### config.mk
export PLATFORM = sky130hd
export DESIGN_NAME = tt_um_accelshark_psg_voice_gen2
export DESIGN_NICKNAME = d
export VERILOG_FILES = /design/src/rtl/tt_um_accelshark_psg_voice_gen2.sv
export SDC_FILE = /design/constraint.sdc
export NUM_CORES = 1
export LEC_CHECK = 0
export ABC_AREA = 1
export ABC_CLOCK_PERIOD_IN_PS = 2000
export BUFFER_PORTS_ARGS = -buffer_cell sky130_fd_sc_hd__buf_2
export CAP_MARGIN = 25
export CORE_UTILIZATION = 57
export CTS_CLUSTER_DIAMETER = 40
export DETAILED_ROUTE_END_ITERATION = 8
export PLACE_DENSITY = 0.79
export SLEW_MARGIN = 20
export SYNTH_ARGS = -nofsm -noshare
export SYNTH_HDL_FRONTEND = slang
export SYNTH_SLANG_ARGS = --single-unit
### constraint.sdc
create_clock -name clk -period 2 [get_ports clk]
set_input_delay 0.1 -clock clk [delete_from_list [all_inputs] [get_ports clk]]
set_output_delay 0.1 -clock clk [all_outputs]
set_load 0.005 [all_outputs]
### src/rtl/tt_um_accelshark_psg_voice_gen2.sv
// rtl/tt_um_accelshark_psg_voice_gen2.sv - PSG voice: tone/noise source with pan, volume and linear decay envelope
module tt_um_accelshark_psg_voice_gen2 #(
    parameter int PITCH_W          = 8,
    parameter int VOL_W            = 4,
    parameter int OCTAVE_W         = 2,
    parameter int OCTAVE_PREDIVIDE = 2,
    parameter int ENV_PRESCALE     = 4,
    parameter int ENV_RATE_W       = 4
) (
    input  logic                  clk,
    input  logic                  rst_n,
    input  logic                  ena,
    input  logic [1:0]            pan,
    input  logic [OCTAVE_W-1:0]   octave,
    input  logic [PITCH_W-1:0]    pitch,
    input  logic [VOL_W-1:0]      volume,
    input  logic                  noise_en,
    input  logic                  env_en,
    input  logic [ENV_RATE_W-1:0] env_rate,
    input  logic                  key_on,
    output logic [VOL_W:0]        mix_l,
    output logic [VOL_W:0]        mix_r,
    output logic                  phase_tick
);

    localparam int NOCT  = 2 ** OCTAVE_W;
    localparam int DIV_W = OCTAVE_PREDIVIDE + NOCT - 1;

    logic [DIV_W-1:0]        div_cnt;
    logic [DIV_W-1:0]        oct_mask;
    logic                    oct_tick;
    logic [PITCH_W-1:0]      pitch_cnt;
    logic                    phase_evt;
    logic                    phase_evt_q;
    logic                    square;
    logic [14:0]             lfsr;
    logic                    key_q;
    logic                    key_edge;
    logic [ENV_PRESCALE-1:0] env_pre;
    logic                    env_tick;
    logic [ENV_RATE_W-1:0]   env_rate_cnt;
    logic [VOL_W-1:0]        env_level;
    logic                    wave;
    logic [VOL_W-1:0]        amp;
    logic [VOL_W:0]          amp_pos;
    logic [VOL_W:0]          amp_neg;
    logic [VOL_W:0]          sample;

    // Highest octave compares the fewest low bits; each octave step down adds one bit.
    assign oct_mask  = {DIV_W{1'b1}} >> octave;
    assign oct_tick  = (div_cnt & oct_mask) == oct_mask;
    assign phase_evt = oct_tick && (pitch_cnt == '0);

    always_ff @(posedge clk) begin
        if (!rst_n) begin
            div_cnt   <= '0;
            pitch_cnt <= '0;
        end else if (ena) begin
            div_cnt <= div_cnt + DIV_W'(1);
            if (oct_tick) begin
                if (pitch_cnt == '0) begin
                    pitch_cnt <= pitch;
                end else begin
                    pitch_cnt <= pitch_cnt - PITCH_W'(1);
                end
            end
        end
    end

    // Square and LFSR both advance on every phase event so switching modes keeps them in step.
    always_ff @(posedge clk) begin
        if (!rst_n) begin
            square      <= 1'b0;
            lfsr        <= 15'd1;
            phase_evt_q <= 1'b0;
            phase_tick  <= 1'b0;
        end else if (ena) begin
            if (phase_evt) begin
                square <= ~square;
                lfsr   <= {lfsr[13:0], lfsr[14] ^ lfsr[13]};
            end
            phase_evt_q <= phase_evt;
            phase_tick  <= phase_evt_q;
        end
    end

    assign key_edge = key_on && !key_q;
    assign env_tick = &env_pre;

    always_ff @(posedge clk) begin
        if (!rst_n) begin
            key_q        <= 1'b0;
            env_pre      <= '0;
            env_rate_cnt <= '0;
            env_level    <= '0;
        end else if (ena) begin
            key_q <= key_on;
            if (key_edge) begin
                env_level    <= volume;
                env_rate_cnt <= env_rate;
                env_pre      <= '0;
            end else begin
                env_pre <= env_pre + ENV_PRESCALE'(1);
                if (env_tick) begin
                    if (env_rate_cnt == '0) begin
                        env_rate_cnt <= env_rate;
                        if (env_level != '0) begin
                            env_level <= env_level - VOL_W'(1);
                        end
                    end else begin
                        env_rate_cnt <= env_rate_cnt - ENV_RATE_W'(1);
                    end
                end
            end
        end
    end

    assign wave    = noise_en ? lfsr[0] : square;
    assign amp     = env_en ? env_level : volume;
    assign amp_pos = {1'b0, amp};
    assign amp_neg = ~amp_pos + (VOL_W+1)'(1);
    assign sample  = wave ? amp_pos : amp_neg;

    always_ff @(posedge clk) begin
        if (!rst_n) begin
            mix_l <= '0;
            mix_r <= '0;
        end else if (ena) begin
            mix_l <= (pan[0] && amp != '0) ? sample : '0;
            mix_r <= (pan[1] && amp != '0) ? sample : '0;
        end
    end

endmodule

# Word-level counts from Yosys, hierarchy flattened
# Index checks and enable logic that the tools add are counted.
[word_totals]
register_bits = 54
input_bits = 26
output_inout_bits = 11
[classes]
addsub = 6
n_eq_ne = 1
shift = 1
mux = 14
bitwise = 4
reduce_logical = 17
[op_table]
columns = ["op", "count"]
rows = [
  ["2-to-1 mux 4 bit", 9],
  ["2-to-1 mux 5 bit", 3],
  ["adder 5 x 1 -> 5 bit (second input constant)", 2],
  ["logical NOT 8 bit", 1],
  ["2-to-1 mux 8 bit", 1],
  ["AND reduction 4 bit", 2],
  ["nonzero test 4 bit", 2],
  ["subtractor 4 x 1 -> 4 bit (second input constant)", 2],
  ["subtractor 8 x 1 -> 8 bit (second input constant)", 1],
  ["AND reduction 2 bit", 3],
  ["nonzero test 2 bit", 3],
  ["bitwise AND 5 bit", 1],
  ["equality test 5 bit", 1],
  ["NOT 4 -> 5 bit", 1],
  ["right shift 5 x 2 -> 5 bit (first input constant)", 1],
  ["adder 4 x 1 -> 4 bit (second input constant)", 1],
  ["logical AND 1 bit", 4],
  ["logical NOT 4 bit", 1],
  ["logical NOT 1 bit", 1],
  ["2-to-1 mux 1 bit", 1],
  ["NOT 1 bit", 1],
  ["bitwise XOR 1 bit", 1],
]

# Depth between registers and ports, before layout
# Gate-level depths: netlist of the first run.
[logic_depth]
depth_word = 5
depth_mapped = 10
depth_no_buf = 10

# Worst setup path after synthesis of the first run
# No wires, ideal clock.
[synth_path]
path_type = "register to register"
start = "register pitch_cnt[0]"
end = "register lfsr[5]"
setup_ps = 117
arrival_ps = 1283
required_ps = 1883
slack_ps = 601
path_stages_with_launch = 11
period_less_slack_ps = 1399
cell_sequence = "dfxtp_1 inv_1 ha_1 inv_1 nor3_1 nand2_2 inv_4 nand2_4 buf_6 o21ai_1 a21oi_1"
[synth_via]
elab_chain_len = 3
[synth_rtl]
columns = ["item", "line_no", "source"]
rows = [
  ["from (decl)", "32", "logic [PITCH_W-1:0] pitch_cnt;"],
  ["from (signal assigned)", "62", "pitch_cnt <= pitch;"],
  ["from (signal assigned)", "64", "pitch_cnt <= pitch_cnt - PITCH_W'(1);"],
  ["logical NOT 8 bit", "52", "assign phase_evt = oct_tick && (pitch_cnt == '0);"],
  ["logical AND 1 bit", "52", ""],
  ["AND reduction 2 bit (no line)", "-", ""],
  ["to (signal assigned)", "80", "lfsr <= {lfsr[13:0], lfsr[14] ^ lfsr[13]};"],
  ["to (decl)", "36", "logic [14:0] lfsr;"],
]
# No other way between the ends.
# A chain may end at the register's enable or synchronous reset.

# Worst setup path after layout of the first run
[layout_path]
start = "register div_cnt[0]"
end = "register lfsr[1]"
[layout_via]
elab_chain_len = 4
[layout_rtl]
columns = ["item", "line_no", "source"]
rows = [
  ["from (decl)", "29", "logic [DIV_W-1:0] div_cnt;"],
  ["from (signal assigned)", "59", "div_cnt <= div_cnt + DIV_W'(1);"],
  ["bitwise AND 5 bit", "51", "assign oct_tick = (div_cnt & oct_mask) == oct_mask;"],
  ["equality test 5 bit", "51", ""],
  ["logical AND 1 bit", "52", ""],
  ["AND reduction 2 bit (no line)", "-", ""],
]
# No other way between the ends.

==> impl_metrics.env, run 1 <==
export IMPL_status="complete, but fails checks"
export IMPL_violations="design-rule violations"
export IMPL_final_nets=448
export IMPL_rows=24
export IMPL_htreeDepth=2
export IMPL_tightest_slew_ns=0.4298
export IMPL_clk_latency_ns=0.30
export IMPL_rsz0062_at_grt="no"
export IMPL_cts_resized=0
export IMPL_first_pass_iters=6
export IMPL_path_buf_inv=1
export IMPL_crit_top_cell="nand2_4"
export IMPL_fp_dieH_um=71.30
export IMPL_syn_num_nets=413
export IMPL_dr_total_vias=2414
export IMPL_use_met1_pct=28.90
export IMPL_hold_viol=0
export IMPL_ios=37
export IMPL_grtUsageMet2_pct=38.10
export IMPL_postCtsHoldBufs=0
export IMPL_vias_per_cell=5.180
export IMPL_wirelength_um=5386
export IMPL_antenna_found_initial=0
export IMPL_postCtsSetupBuffers=0
export IMPL_routabilityCongestion=0.8682
export IMPL_syn_inst=379
export IMPL_synthFlopType="dfxtp_1"
export IMPL_maxCapViolations=0
export IMPL_start_util_pct=61.19
export IMPL_cpLargestDelayFamily="compound AO/OA/AOI/OAI gates"
export IMPL_start_kind="register"
export IMPL_cp_end_kind="register"
export IMPL_numCtsBuffers=5
export IMPL_synth_compound_area_share_pct=19.52
export IMPL_min_period_over_period_pct=80.92
export IMPL_arrival_ns=1.80
export IMPL_cts_clk_slew_worst_paths_ns=0.09
export IMPL_synth_avg_cell_area_um2=7.223
export IMPL_cts_tree="built"
export IMPL_yosys_warnings=0
export IMPL_ys_ff_latch=54
export IMPL_seq_area_um2=1081
export IMPL_synth_mux_area_share_pct=0
export IMPL_dieArea_um2=5084
export IMPL_max_stage_delay_ns=0.37
export IMPL_async_reset_ff_share_pct=0
export IMPL_die_w_um=71.30
export IMPL_ys_seq_area_share_pct=39.49
export IMPL_cp_required_ns=2.18
export IMPL_synth_edf_count=0
export IMPL_clockBufferDepth=2
export IMPL_min_path_type="primary input to register"
export IMPL_core_area_um2=4474
export IMPL_synth_top_family_by_area="simple AND/OR/NAND/NOR gates"
export IMPL_dp_hpwl_um=3934
export IMPL_skew_ns=0.01320
export IMPL_ir_drop_v=0.0005192
export IMPL_track_usage_pct=22.62
export IMPL_synthAdderAreaFrac_pct=3.656
export IMPL_setup_tns_final_ns=0
export IMPL_synth_area_um2=2738
export IMPL_grt_pass1_wl_um=9239
export IMPL_layout_drive_gt1_share_pct=17.39
export IMPL_powerDensity_nw_per_um2=708.9
export IMPL_grt_max_degree=33
export IMPL_drv_slew=0
export IMPL_final_common_cell="nand2_1"
export IMPL_antenna_cells=0
export IMPL_min_period_ns=1.618
export IMPL_slowest_stage="dfxtp_1"
export IMPL_route_detailed_drc=3
export IMPL_leakage_uw=0.001386
export IMPL_detail_route_wl_per_cell_um=11.56
export IMPL_first_global_vias=2196
export IMPL_cts_root_buffer="clkbuf_8"
export IMPL_ant_nets=0
export IMPL_met3_usage_pct=4.219
export IMPL_drtIter0Drc=159
export IMPL_yosysUniqueCellTypes=35
export IMPL_multi_input_area_um2=1355
export IMPL_final_cell_mix="nand2_1, dfxtp_1, inv_1"
export IMPL_grt_overflow=0
export IMPL_setup_slack_ns=0.3815
export IMPL_worstPathCellList="ha_1 > nand2_2 > a21oi_2 > nand2_4 > clkinv_4 > nand2_4 > o21ai_0 > a21oi_1"
export IMPL_io_buffers=36
export IMPL_synthXorXnorAreaFrac_pct=2.559
export IMPL_syn_to_final_growth_pct=11.24
export IMPL_setup_violations=0
export IMPL_cts_sink_count=54
export IMPL_yosys_area_share_simple_pct=23.77
export IMPL_crit_fanout=32
export IMPL_fmax_mhz=617.9
export IMPL_slew_headroom_pct=71.05
export IMPL_crit_type="register to register"
export IMPL_busiest_layer="met2"
export IMPL_n_fill_cell=388
export IMPL_pre_cts_ws_ns=0.3810
cell families after synthesis:
logic type | count (synthesis)
AND/OR/NAND/NOR | 146
AO/OA/AOI/OAI | 94
buffers and inverters | 69
flip-flops | 54
XOR/XNOR | 8
adder cells (fa/ha/maj) | 8
worst paths after layout:
check	start	slack, ns	endpoint	cells after the start
max	div_cnt[0]	0.38	lfsr[1]	8
min	key_on	0.07	key_q	3
max reg2reg	div_cnt[0]	0.38	lfsr[1]	8
min reg2reg	lfsr[3]	0.45	lfsr[3]	2
Yosys cell counts (4+ instances only):
master    number  area share [%]
a21oi_1       42             7.7
a21oi_2        4             1.3
buf_6          4             1.6
dfxtp_1       54              39
ha_1           8             3.7
inv_1         53             7.3
nand2_1       78              11
nand2_2        5             1.1
nand3_1       17             3.1
nor2_1        30             4.1
nor3_1         5            0.91
o211ai_1       5             1.4
o21ai_0       22             4.0
o21ai_1       12             2.2
xnor2_1        4             1.3
xor2_1         4             1.3
through the flow:
step | power [µW] | hold WS (ns) | instance area [µm²] | std cells | util, %
after floorplan | 1363 | 0.2326 | 2738 | 379 | -
after global placement | 1437 | 0.3803 | 2933 | 459 | 65.55
after detailed placement | 1448 | 0.3847 | 2933 | 459 | 65.55
after CTS | 2175 | 0.06148 | 3045 | 466 | 68.06
after global routing | 2267 | 0.05713 | 3045 | 466 | 68.06
final | 2159 | 0.07306 | 3045 | 466 | 68.06
registers in the layout, summed over array words and instances, names as in the netlist:
| signal | flops |
|---|---|
| square | 1 |
| env_level | 4 |
| mix_r | 5 |
| lfsr | 15 |
| mix_l | 5 |
| env_rate_cnt | 4 |
| div_cnt | 5 |
| key_q | 1 |
| phase_evt_q | 1 |
| phase_tick | 1 |
| pitch_cnt | 8 |
| env_pre | 4 |
power breakdown:
part           total [µW]  internal (µW)  switching [µW]  leakage (µW)
logic                 294            113             180      0.000890
clock network         735            401             335     0.0000573
registers            1130           1110            20.9      0.000438
area by class of cell:
cell class                      count  area share [%]
Multi-Input combinational cell    256           44.49
Sequential cell                    54           35.50
Inverter                           57           7.272
Timing Repair Buffer               40           6.902
Clock buffer                        6           2.712
Tap cell                           52           2.136
Clock inverter                      1          0.9860
layer usage:
| metal | wire length (µm) | vias to the layer above |
|---|---|---|
| li1 | - | 1287 |
| met1 | 2576 | 1080 |
| met2 | 2569 | 38 |
| met3 | 159 | 9 |
| met4 | 80 | 0 |
| met5 | 0 | - |
tightest hold or removal path: stages:
cell     delay [ns]
buf_2          0.12
inv_1          0.05
a21oi_1        0.05
Power figures use the tool's default switching activity.
==> run 2, diff against run 1 <==
--- a/config.mk
+++ b/config.mk
@@ -6,13 +6,13 @@
 export NUM_CORES = 1
 export LEC_CHECK = 0
 export ABC_AREA = 1
-export ABC_CLOCK_PERIOD_IN_PS = 2000
+export ABC_CLOCK_PERIOD_IN_PS = 1450
 export BUFFER_PORTS_ARGS = -buffer_cell sky130_fd_sc_hd__buf_2
 export CAP_MARGIN = 25
-export CORE_UTILIZATION = 57
+export CORE_UTILIZATION = 51
 export CTS_CLUSTER_DIAMETER = 40
 export DETAILED_ROUTE_END_ITERATION = 8
-export PLACE_DENSITY = 0.79
+export PLACE_DENSITY = 0.75
 export SLEW_MARGIN = 20
 export SYNTH_ARGS = -nofsm -noshare
 export SYNTH_HDL_FRONTEND = slang
==> constraint.sdc (replaced) <==
create_clock -name clk -period 1.45 [get_ports clk]
set_input_delay 0.0725 -clock clk [delete_from_list [all_inputs] [get_ports clk]]
set_output_delay 0.0725 -clock clk [all_outputs]
set_load 0.005 [all_outputs]
==> impl_metrics.env, run 2 (synthesis gave the netlist of run 1 again) <==
export IMPL_layout_drive_gt1_share_pct=29.09
export IMPL_first_pass_iters=4
export IMPL_slew_headroom_pct=67.58
export IMPL_vias_per_cell=4.980
export IMPL_start_kind="register"
export IMPL_antenna_found_initial=0
export IMPL_detail_route_wl_per_cell_um=11.62
export IMPL_dieArea_um2=5665
export IMPL_clk_latency_ns=0.30
export IMPL_dr_total_vias=2540
export IMPL_dp_cells=493
export IMPL_cts_tree="built"
export IMPL_crit_fanout=4
export IMPL_min_period_ns=1.449
export IMPL_drv_slew=0
export IMPL_route_detailed_drc=0
export IMPL_n_fill_cell=476
export IMPL_die_w_um=75.27
export IMPL_skew_ns=0.009078
export IMPL_maxCapViolations=0
export IMPL_io_buffers=36
export IMPL_ios=37
export IMPL_top_register="lfsr"
export IMPL_cp_required_ns=1.70
export IMPL_antenna_cells=0
export IMPL_routabilityCongestion=0.8714
export IMPL_clockBufferDepth=2
export IMPL_first_global_vias=2173
export IMPL_setup_slack_ns=0.0007738
export IMPL_min_period_over_period_pct=99.95
export IMPL_dp_hpwl_um=4014
export IMPL_wirelength_um=5925
export IMPL_htreeDepth=2
export IMPL_setup_tns_final_ns=0
export IMPL_cts_root_buffer="clkbuf_8"
export IMPL_fin_cells=510
export IMPL_status="finished clean"
export IMPL_fp_dieH_um=75.27
export IMPL_arrival_ns=1.70
export IMPL_rsz0062_at_grt="yes"
export IMPL_numCtsBuffers=5
export IMPL_min_path_type="primary input to register"
export IMPL_fmax_mhz=690.0
export IMPL_tightest_slew_ns=0.4812
export IMPL_finalPower_uw=2937
export IMPL_pre_cts_ws_ns=-0.02799
export IMPL_largest_register_ff_count=15
export IMPL_cts_sink_count=54
export IMPL_drtIter0Drc=108
export IMPL_reg_top3="lfsr: 15 flops, pitch_cnt: 8 flops"
export IMPL_core_area_um2=5140
export IMPL_ant_nets=0
export IMPL_cts_clk_slew_worst_paths_ns=0.10
export IMPL_postCtsHoldBufs=0
export IMPL_final_nets=473
export IMPL_grt_pass1_wl_um=9211
export IMPL_final_common_cell="nand2_1"
export IMPL_ir_drop_v=0.0007162
export IMPL_final_cell_mix="nand2_1, inv_1, dfxtp_1"
export IMPL_crit_type="register to register"
export IMPL_syn_to_final_growth_pct=24.27
export IMPL_cp_end_kind="register"
export IMPL_powerDensity_nw_per_um2=863.3
export IMPL_setup_violations=0
export IMPL_start_util_pct=53.26
export IMPL_track_usage_pct=21.25
export IMPL_hold_viol=0
export IMPL_grt_max_degree=33
export IMPL_grt_overflow=0
export IMPL_rows=26
export IMPL_leakage_uw=0.001530
run 2: cell types whose count changed in the layout (fill, tap and decap cells not counted), moves of 4 or more:
cell and delta:
nand3_1 -4, nand3_2 +4, inv_2 +4, dfxtp_1 -6, buf_4 +20, dfxtp_2 +5, inv_1 -4, nand2_1 -4
run 2: final cells by class:
class / instances / area, µm² / share of cell area [%]
Timing Repair Buffer: 63 / 411.6 / 12.10
Clock inverter: 2 / 12.51 / 0.3678
Multi-Input combinational cell: 258 / 1495 / 43.95
Clock buffer: 6 / 82.58 / 2.427
Sequential cell: 54 / 1091 / 32.07
Tap cell: 70 / 87.58 / 2.574
Inverter: 57 / 221.5 / 6.510
run 2: worst paths after layout:
check	startpoint	end	slack [ns]	cells after the start
max	pitch_cnt[0]	pitch_cnt[7]	0.0008	11
min	pitch[0]	pitch_cnt[0]	0.02	3
max reg2reg	pitch_cnt[0]	pitch_cnt[7]	0.0008	11
min reg2reg	lfsr[1]	lfsr[1]	0.45	2
run 2: per-layer routing:
| layer | GRT usage, % | vias up | wire, µm |
|---|---|---|---|
| met2 | 35.34 | 48 | 2854 |
| met4 | 7.202 | 0 | 72 |
| met5 | 0 | - | 0 |
| met1 | 27.07 | 1139 | 2756 |
| li1 | - | 1346 | - |
| met3 | 5.221 | 7 | 242 |
run 2: power by group:
| part | internal, µW | total, µW | switching [µW] |
|---|---|---|---|
| clock | 385 | 871 | 486 |
| sequential | 1530 | 1560 | 28.4 |
| combinational | 217 | 507 | 290 |
| total | 2130 | 2940 | 804 |
run 2: repair_timing:
item | in CTS | in global routing
endpoints found under the setup margin | 16 | 39
setup buffers | 0 | 6
gates cloned | 0 | 3
pin swaps | 0 | 10
resized for setup | 2 | 42
run 2: worst max-delay path, cell delays in order, from the launching register on:
cell	delay [ns]
dfxtp_2	0.34
inv_2	0.08
ha_4	0.13
inv_2	0.03
nor3_2	0.14
nand2_2	0.14
inv_4	0.15
buf_4	0.14
nor2_1	0.04
nand4_1	0.07
nand2_1	0.06
nor2_1	0.08
run 2: through the flow:
stage | util, % | area, µm² | hold WS (ns)
2_1_floorplan | - | 2738 | 0.2051
3_3_place_gp | 59.83 | 3075 | 0.3452
3_5_place_dp | 59.83 | 3075 | 0.3503
4_1_cts | 61.90 | 3182 | 0.01632
5_1_grt | 66.19 | 3402 | 0.04357
6_report | 66.19 | 3402 | 0.01630
==> run 3, diff against run 2 <==
--- a/config.mk
+++ b/config.mk
@@ -9,10 +9,11 @@
 export ABC_CLOCK_PERIOD_IN_PS = 1450
 export BUFFER_PORTS_ARGS = -buffer_cell sky130_fd_sc_hd__buf_2
 export CAP_MARGIN = 25
-export CORE_UTILIZATION = 51
+export CORE_MARGIN = 2
+export CORE_UTILIZATION = 50
 export CTS_CLUSTER_DIAMETER = 40
 export DETAILED_ROUTE_END_ITERATION = 8
-export PLACE_DENSITY = 0.75
+export PLACE_DENSITY = 0.74
 export SLEW_MARGIN = 20
 export SYNTH_ARGS = -nofsm -noshare
 export SYNTH_HDL_FRONTEND = slang
==> impl_metrics.env, run 3 (synthesis gave the netlist of run 1 again) <==
export IMPL_status="finished clean"
export IMPL_skew_ns=0.008732
export IMPL_cp_end_kind="register"
export IMPL_drv_slew=0
export IMPL_leakage_uw=0.001501
export IMPL_p_switching_uw=793.3
export IMPL_hold_viol=0
export IMPL_powerDensity_nw_per_um2=957.9
export IMPL_postCtsHoldBufs=0
export IMPL_wirelength_um=6020
export IMPL_dp_hpwl_um=4017
export IMPL_core_area_um2=5205
export IMPL_io_buffers=36
export IMPL_dieArea_um2=6083
export IMPL_tightest_slew_ns=0.4841
export IMPL_min_path_type="primary input to register"
export IMPL_cts_clk_slew_worst_paths_ns=0.10
export IMPL_setup_tns_final_ns=0
export IMPL_final_nets=465
export IMPL_min_period_over_period_pct=97.00
export IMPL_dpl_cell_area_um2=3060
export IMPL_rows=26
export IMPL_arrival_ns=1.65
export IMPL_layout_drive_gt1_share_pct=26.62
export IMPL_setup_violations=0
export IMPL_cts_tree="built"
export IMPL_start_util_pct=52.60
export IMPL_reg_top3="lfsr: 15 flops, pitch_cnt: 8 flops"
export IMPL_routabilityCongestion=0.8348
export IMPL_power_frac_seq_pct=47.9
export IMPL_maxCapViolations=0
export IMPL_rsz0062_at_grt="yes"
export IMPL_whs_ns=0.01490
export IMPL_final_area_um2=3402
export IMPL_start_kind="register"
export IMPL_track_usage_pct=20.46
export IMPL_detail_route_wl_per_cell_um=11.99
export IMPL_p_clk_share_pct=37.4
export IMPL_syn_to_final_growth_pct=24.27
export IMPL_combPwrFrac_pct=14.7
export IMPL_grt_max_degree=22
export IMPL_route_detailed_drc=0
export IMPL_die_w_um=78.00
export IMPL_first_pass_iters=4
export IMPL_clk_latency_ns=0.30
export IMPL_grt_overflow=0
export IMPL_final_cell_mix="nand2_1, inv_1, dfxtp_1"
export IMPL_final_common_cell="nand2_1"
export IMPL_top_register="lfsr"
export IMPL_numCtsBuffers=5
export IMPL_fin_cells=502
export IMPL_largest_register_ff_count=15
export IMPL_crit_fanout=3
export IMPL_intPower_uw=2465
export IMPL_crit_type="register to register"
export IMPL_p_sw_share_pct=24.35
export IMPL_antenna_cells=0
export IMPL_grt_pass1_wl_um=10260
export IMPL_first_global_vias=2442
export IMPL_min_period_ns=1.407
export IMPL_cp_required_ns=1.70
export IMPL_drtIter0Drc=127
export IMPL_fmax_mhz=711.0
export IMPL_vias_per_cell=5.102
export IMPL_dp_cells=491
export IMPL_fp_dieH_um=78.00
export IMPL_cts_root_buffer="clkbuf_8"
export IMPL_ant_nets=0
export IMPL_slew_headroom_pct=67.39
export IMPL_cts_sink_count=54
export IMPL_dr_total_vias=2561
export IMPL_htreeDepth=2
export IMPL_clockBufferDepth=2
export IMPL_ir_drop_v=0.0005699
export IMPL_antenna_found_initial=0
export IMPL_ios=37
-- run 3: changes by cell type in the layout (fill, tap and decap cells not counted), sizes merged --
| cell | previous run | this run |
|---|---|---|
| buf | 62 | 55 |
| bufinv | 0 | 2 |
| clkinvlp | 1 | 0 |
| clkinv | 2 | 1 |
| nand2 | 88 | 87 |
-- run 3: worst max-delay path: stages, from the launching register on --
cell and delay (ns):
dfxtp_2 0.34, inv_2 0.07, ha_4 0.13, inv_2 0.04, nor3_4 0.14, nand2_4 0.10, inv_4 0.12, buf_6 0.12
nor2_1 0.04, nand4_1 0.07, nand2_1 0.07, nor2_1 0.11
-- run 3: metrics by stage --
stage          worst slack [ns]  total power [µW]  utilization [%]
6_report                0.04346              3259            65.36
5_1_grt                -0.06573              3413            65.36
4_1_cts                 0.01352              3240            62.16
3_5_place_dp           -0.07108              2016            58.80
3_3_place_gp           0.008707              2007            58.80
2_1_floorplan           0.05058              1881                -
-- run 3: repair_timing --
item	CTS	global route
gates cloned	1	1
endpoints found under the setup margin	18	28
gates resized for setup	4	41
buffers inserted	0	1
pin swaps	1	8
-- run 3: path summary, 6_finish.rpt --
kind	end	from	slack (ns)	depth (start not counted)
worst max-delay path	pitch_cnt[7]	pitch_cnt[0]	0.04	11
worst min-delay path	pitch_cnt[0]	pitch[0]	0.01	3
worst max register to register	pitch_cnt[7]	pitch_cnt[0]	0.04	11
worst min register to register	lfsr[3]	lfsr[3]	0.45	2
-- run 3: per-layer routing --
metal	part of all wire [%]	track usage, %
met1	46	25.53
met3	3.5	4.302
met5	0	0
met4	0.25	4.211
met2	51	36.38
-- run 3: power by group through the flow --
stage	logic [µW]	registers (µW)	clock network [µW]
6_report	480	1560	1220
5_1_grt	543	1570	1300
4_1_cts	435	1560	1250
3_5_place_dp	427	1590	0
3_3_place_gp	418	1590	0
2_1_floorplan	293	1590	0
-- run 3: layout make-up --
type | count | area, µm²
flip-flops and latches | 54 | 1091
multi-input cells | 257 | 1493
clock buffers | 6 | 82.58
inverters | 57 | 221.5
fillers | 454 | 1803
well taps | 70 | 87.58
clock inverters | 2 | 60.06
repair buffers | 56 | 366.6
